**config.mk**
```make
export PLATFORM = sky130hd
export DESIGN_NAME = vc32_bus_responder
export DESIGN_NICKNAME = d
export VERILOG_FILES = /design/src/rtl/vc32_bus_pkg.sv /design/src/rtl/vc32_bus_responder.sv
export SDC_FILE = /design/constraint.sdc
export NUM_CORES = 1
export LEC_CHECK = 0
export BUFFER_PORTS_ARGS = -buffer_cell sky130_fd_sc_hd__clkbuf_2
export CORE_MARGIN = 4
export CORE_UTILIZATION = 52
export DETAILED_ROUTE_END_ITERATION = 10
export PLACE_DENSITY = 0.89
export SLEW_MARGIN = 20
export SYNTH_ARGS = -nofsm -noshare
export SYNTH_HDL_FRONTEND = slang
export SYNTH_SLANG_ARGS = --single-unit
```
**constraint.sdc**
```tcl
create_clock -name clk -period 2.2 [get_ports clk]
set_input_delay 0.33 -clock clk [delete_from_list [all_inputs] [get_ports clk]]
set_output_delay 0.33 -clock clk [all_outputs]
set_load 0.005 [all_outputs]
```
**src/rtl/vc32_bus_pkg.sv**
```systemverilog
`default_nettype none
// ============================================================================
//  Module      : vc32_bus_pkg
//  Description : Definitions shared by both ends of the vc32 byte-serial bus:
//                the responder FSM states, the CMD byte layout and the
//                default frame geometry.
//  Revision    : 1.0 - initial release
// ============================================================================
package vc32_bus_pkg;

    localparam int CMD_WR_BIT     = 7;
    localparam int CMD_BE_LSB     = 0;
    localparam int DEF_ADDR_BYTES = 3;
    localparam int DEF_DATA_BYTES = 2;

    typedef enum logic [2:0] {
        ST_IDLE  = 3'd0,
        ST_ADDR  = 3'd1,
        ST_WDATA = 3'd2,
        ST_MEM   = 3'd3,
        ST_TURN  = 3'd4,
        ST_RD    = 3'd5,
        ST_DONE  = 3'd6
    } bus_state_e;

endpackage
`default_nettype wire

```
**src/rtl/vc32_bus_responder.sv**
```systemverilog
`default_nettype none
// ============================================================================
//  Module      : vc32_bus_responder
//  Description : Target end of the vc32 byte-serial uio bus. Collects a
//                CMD/address/write-data frame, performs one access on a
//                simple memory port and returns read data or an ack.
//  Revision    : 1.0 - initial release
// ============================================================================
module vc32_bus_responder
    import vc32_bus_pkg::*;
#(
    parameter int ADDR_BYTES = DEF_ADDR_BYTES,
    parameter int DATA_BYTES = DEF_DATA_BYTES,
    parameter int TIMEOUT    = 255
) (
    input  logic                      clk,
    input  logic                      rst_n,
    input  logic [7:0]                bus_in,
    input  logic                      bus_strb,
    output logic [7:0]                bus_out,
    output logic [7:0]                bus_oe,
    output logic                      bus_ack,
    output logic                      bus_err,
    output logic [8*ADDR_BYTES-1:0]   mem_addr,
    output logic [8*DATA_BYTES-1:0]   mem_wdata,
    output logic [DATA_BYTES-1:0]     mem_be,
    output logic                      mem_we,
    output logic                      mem_re,
    input  logic [8*DATA_BYTES-1:0]   mem_rdata,
    input  logic                      mem_ready
);

    localparam int c_aw        = 8 * ADDR_BYTES;
    localparam int c_dw        = 8 * DATA_BYTES;
    localparam int c_max_bytes = (ADDR_BYTES > DATA_BYTES) ? ADDR_BYTES : DATA_BYTES;
    localparam int c_bcnt_w    = (c_max_bytes > 1) ? $clog2(c_max_bytes) : 1;
    localparam int c_tcnt_w    = $clog2(TIMEOUT + 1);

    localparam logic [c_bcnt_w-1:0] c_addr_last = c_bcnt_w'(ADDR_BYTES - 1);
    localparam logic [c_bcnt_w-1:0] c_data_last = c_bcnt_w'(DATA_BYTES - 1);
    localparam logic [c_bcnt_w-1:0] c_bcnt_one  = c_bcnt_w'(1);
    localparam logic [c_tcnt_w-1:0] c_tcnt_last = c_tcnt_w'(TIMEOUT - 1);
    localparam logic [c_tcnt_w-1:0] c_tcnt_max  = c_tcnt_w'(TIMEOUT);
    localparam logic [c_tcnt_w-1:0] c_tcnt_one  = c_tcnt_w'(1);

    bus_state_e            r_state;
    bus_state_e            w_state_next;
    logic [c_bcnt_w-1:0]   r_bcnt;
    logic [c_tcnt_w-1:0]   r_tcnt;
    logic                  r_is_wr;
    logic                  r_err;
    logic [c_aw-1:0]       r_addr;
    logic [c_dw-1:0]       r_wdata;
    logic [c_dw-1:0]       r_rdata;
    logic [DATA_BYTES-1:0] r_be;
    logic                  w_mem_done;
    logic                  w_timeout;

    always_ff @(posedge clk or negedge rst_n) begin
        if (!rst_n) begin
            r_state <= ST_IDLE;
        end else begin
            r_state <= w_state_next;
        end
    end

    always_comb begin
        w_state_next = r_state;
        w_mem_done   = 1'b0;
        w_timeout    = 1'b0;
        case (r_state)
            ST_IDLE: begin
                if (bus_strb) w_state_next = ST_ADDR;
            end
            ST_ADDR: begin
                if (!bus_strb) begin
                    w_state_next = ST_IDLE;
                end else if (r_bcnt == c_addr_last) begin
                    w_state_next = r_is_wr ? ST_WDATA : ST_MEM;
                end
            end
            ST_WDATA: begin
                if (!bus_strb) begin
                    w_state_next = ST_IDLE;
                end else if (r_bcnt == c_data_last) begin
                    w_state_next = ST_MEM;
                end
            end
            ST_MEM: begin
                // mem_ready wins over a timeout expiring in the same cycle
                if (mem_ready) begin
                    w_mem_done = 1'b1;
                end else if (r_tcnt == c_tcnt_last) begin
                    w_timeout = 1'b1;
                end
                if (w_mem_done || w_timeout) begin
                    w_state_next = r_is_wr ? ST_DONE : ST_TURN;
                end
            end
            ST_TURN: w_state_next = ST_RD;
            ST_RD: begin
                if (r_bcnt == c_data_last) w_state_next = ST_IDLE;
            end
            ST_DONE: w_state_next = ST_IDLE;
            default: w_state_next = ST_IDLE;
        endcase
    end

    always_ff @(posedge clk or negedge rst_n) begin
        if (!rst_n) begin
            r_bcnt  <= '0;
            r_tcnt  <= '0;
            r_is_wr <= 1'b0;
            r_err   <= 1'b0;
            r_addr  <= '0;
            r_wdata <= '0;
            r_rdata <= '0;
            r_be    <= '0;
        end else begin
            if (r_state != ST_MEM) r_tcnt <= '0;
            case (r_state)
                ST_IDLE: begin
                    if (bus_strb) begin
                        r_is_wr <= bus_in[CMD_WR_BIT];
                        r_be    <= bus_in[CMD_BE_LSB +: DATA_BYTES];
                        r_bcnt  <= '0;
                    end
                end
                ST_ADDR: begin
                    if (bus_strb) begin
                        r_addr <= (r_addr << 8) | c_aw'(bus_in);
                        r_bcnt <= (r_bcnt == c_addr_last) ? '0 : r_bcnt + c_bcnt_one;
                    end
                end
                ST_WDATA: begin
                    if (bus_strb) begin
                        r_wdata <= (r_wdata >> 8) | (c_dw'(bus_in) << (c_dw - 8));
                        r_bcnt  <= (r_bcnt == c_data_last) ? '0 : r_bcnt + c_bcnt_one;
                    end
                end
                ST_MEM: begin
                    if (w_mem_done || w_timeout) begin
                        r_rdata <= w_timeout ? '1 : mem_rdata;
                        r_err   <= w_timeout;
                        r_bcnt  <= '0;
                    end else if (r_tcnt != c_tcnt_max) begin
                        r_tcnt <= r_tcnt + c_tcnt_one;
                    end
                end
                ST_RD: begin
                    r_rdata <= r_rdata >> 8;
                    r_bcnt  <= (r_bcnt == c_data_last) ? '0 : r_bcnt + c_bcnt_one;
                end
                default: ;
            endcase
        end
    end

    // Bus-side outputs decode straight from state so reset clears them at once
    assign bus_oe    = (r_state == ST_RD) ? 8'hFF : 8'h00;
    assign bus_out   = (r_state == ST_RD) ? r_rdata[7:0] : 8'h00;
    assign bus_ack   = (r_state == ST_RD) || (r_state == ST_DONE);
    assign bus_err   = bus_ack && r_err;
    assign mem_we    = (r_state == ST_MEM) && r_is_wr;
    assign mem_re    = (r_state == ST_MEM) && !r_is_wr;
    assign mem_addr  = r_addr;
    assign mem_wdata = r_wdata;
    assign mem_be    = r_be;

endmodule
`default_nettype wire
```
==> impl_metrics.yaml <==
status:
  status: "finished, final reports clean"
floorplan:
  io_pins: 90
  die-width_um: 88.1
  die_h_um: 88.1
  rows: 28
  dieArea_mm2: 0.00776
  core-area_mm2: 0.00606
  initial_utilization_pct: 55.0
synth:
  synth_top_area_cell: "dfrtp_1"
  synth_top_area_share_pct: 54.8
  syn-num-nets: 311
  synthCells: 281
  yosysMostFrequentCell: "dfrtp_1"
  synth-seq-cells: 73
  yosysWarnings: 0
  async_reset_ff_share_pct: 100
  ys.flop_type: "dfrtp_1"
  synth_edf_count: 0
  yosysSeqAreaShare_pct: 54.8
  synth_common_cells: "73 x dfrtp_1, 42 x mux2_2, 21 x a21oi_1"
  synth.avg_cell_area_um2: 11.9
  syn_area_mm2: 0.00333
  synth_cell_types: 47
  synthTopCellsByArea: "dfrtp_1 55%, mux2_2 14%, a21oi_1 3.2%"
sta:
  report.final.hold_viol_count: 0
  fin_crit_ns: 2.07
  tns_ns: 0
  setup_ws_ns: 0.125
  slew_viol_final: 0
  tightest_slew_ns: 0.587
  max_freq_mhz: 482
  rsz0062_at_grt: "false"
  min_period_over_period_pct: 94.3
  setup_violations: 0
  skew_ns: 0.0115
  holdWs_ns: 0.216
  max_slew_margin_pct: 60.9
routing:
  wirelength_um: 7380
  route.detailed.drc: 0
  ant_nets: 0
  drtPass1Iterations: 4
  vias_per_cell: 5.59
  drtIter0Drc: 221
  avgRoutedWirePerCell_um: 16.5
  vias: 2500
setup_path:
  crit_buf_inv: 2
  end_kind: "output port"
  worstSetupPathDepth: 4
  critPathTopFamily: "flip-flops"
  crit_fanout: 12
  cpPeakStageDelay_ns: 0.51
  timing_worst_setup_path_type: "reg2out"
  crit_path_start: "r_state[2]$_DFFE_PN0P_"
  critPathArrivalTime_ns: 1.74
  cp_slowest_cell: "dfrtp_1"
  worstPathCellList: "nand3b_2 -> buf_4 -> nor2_1 -> clkbuf_2"
  worst_ep_required_time_ns: 1.87
  timing.rr.start: "r_state[2]$_DFFE_PN0P_"
  worstSetupStartpointType: "register"
  reg2reg_depth: 4
cts:
  cts_root_buffer: "clkbuf_8"
  post_cts_buffers: 0
  insertion_delay_ns: 0.35
  clock-sinks: 73
  htree_levels: 3
  clockBufferDepth: 2
  path_clk_slew_ns: 0.08
  cts_buffers: 9
  cts_tree: "done"
placement:
  place_area_mm2: 0.00378
  pre_cts_ws_ns: 0.326
  port-buffer-count: 89
  gp_congestion: 0.935
  hpwlAfterDp_um: 5240
  dp_cells: 430
hold_path:
  min-delay-start: "mem_rdata[5]"
  hp-class: "in2reg"
  whs_path_depth: 2
finish:
  antennaDiodeCount: 0
  layout-drive-gt1-share_pct: 44.1
  finalNonFillerCells: 447
  fin_area_mm2: 0.00404
  nNetsFinal: 397
  fillCellCount: 467
  syn_to_final_growth_pct: 21.3
  post-route-util_pct: 66.7
global_routing:
  grt_overflow: 0
  grt_usage_pct: 19.7
  grt_max_degree: 47
  antenna_found_initial: 0
  grt_pass1_vias: 2440
  grt_pass1_wl_um: 11700
power:
  ir_worst_vdd_v: 0.000736
  p_total_mw: 5.51
  pwr_density_cell_mw_per_mm2: 1360
  p_leak_nw: 1.93
run:
  drv_cap: 0
## registers in the layout, summed over array words and instances, names as in the netlist
signal     count
mem_addr      24
r_bcnt         2
r_tcnt         8
mem_be         2
r_state        3
r_is_wr        1
r_err          1
r_rdata       16
mem_wdata     16
## cell families after synthesis
group           Yosys count  synth area share, %
flops                    73                 54.8
fa+ha+maj                 2                0.750
simple gates             77                 12.7
buf+inv                  28                 5.18
xor+xnor                  1                0.263
mux                      45                 15.3
compound gates           55                 11.1
## cells in the final DEF, fill, tap and decap left out, types with 5 or more instances in the layout
master / n
a21oi_1: 21
a31oi_1: 5
and2_1: 11
buf_4: 5
clkbuf_2: 88
clkbuf_8: 9
dfrtp_1: 73
inv_1: 6
mux2_2: 42
nand2_1: 18
nor2_1: 14
nor3_1: 10
o21ai_0: 7
o22ai_1: 6
## final timing paths
| check | to | slack [ns] |
|---|---|---|
| worst max-delay path | mem_re | 0.13 |
| worst min-delay path | r_rdata[5]$_DFFE_PN0P_ | 0.22 |
| worst max register to register | r_rdata[2]$_DFFE_PN0P_ | 0.34 |
| worst min register to register | mem_addr[17]$_DFFE_PN0P_ | 0.51 |
| max in group asynchronous | mem_addr[8]$_DFFE_PN0P_ | 1.20 |
| min in group asynchronous | r_tcnt[6]$_DFF_PN0_ | 0.44 |
## layer usage
layer / part of all wire (%) / track usage (%) / wire (um) / vias up
met5: 0 / 0 / 0 / -
met4: 2.3 / 8.24 / 172 / 0
met3: 5.3 / 4.99 / 393 / 17
met2: 51 / 32.4 / 3770 / 69
met1: 41 / 25.0 / 3040 / 1247
li1: - / - / - / 1167
## cell type report
type	count	area, um^2	area share (%)
sequential	73	1830	45.2
inverter	8	31.3	0.774
tap	75	93.8	2.32
clock inverter	7	125	3.09
multi-input combinational	180	1340	33.0
timing repair buffer	95	508	12.6
clock buffer	9	124	3.06
## power by group
group | total [mW] | internal (mW) | switching, mW
registers | 2.38 | 1.94 | 0.442
logic | 1.82 | 1.01 | 0.807
clock network | 1.31 | 0.767 | 0.541
total | 5.51 | 3.72 | 1.79
## repair_timing
action | 4_1_cts | 5_1_grt
endpoints found under the hold margin | 27 | 0
endpoints found under the setup margin | 8 | 0
hold buffers | 1 | 0
gates resized for setup | 1 | 0
No activity file was read; power rests on OpenSTA's default activity.
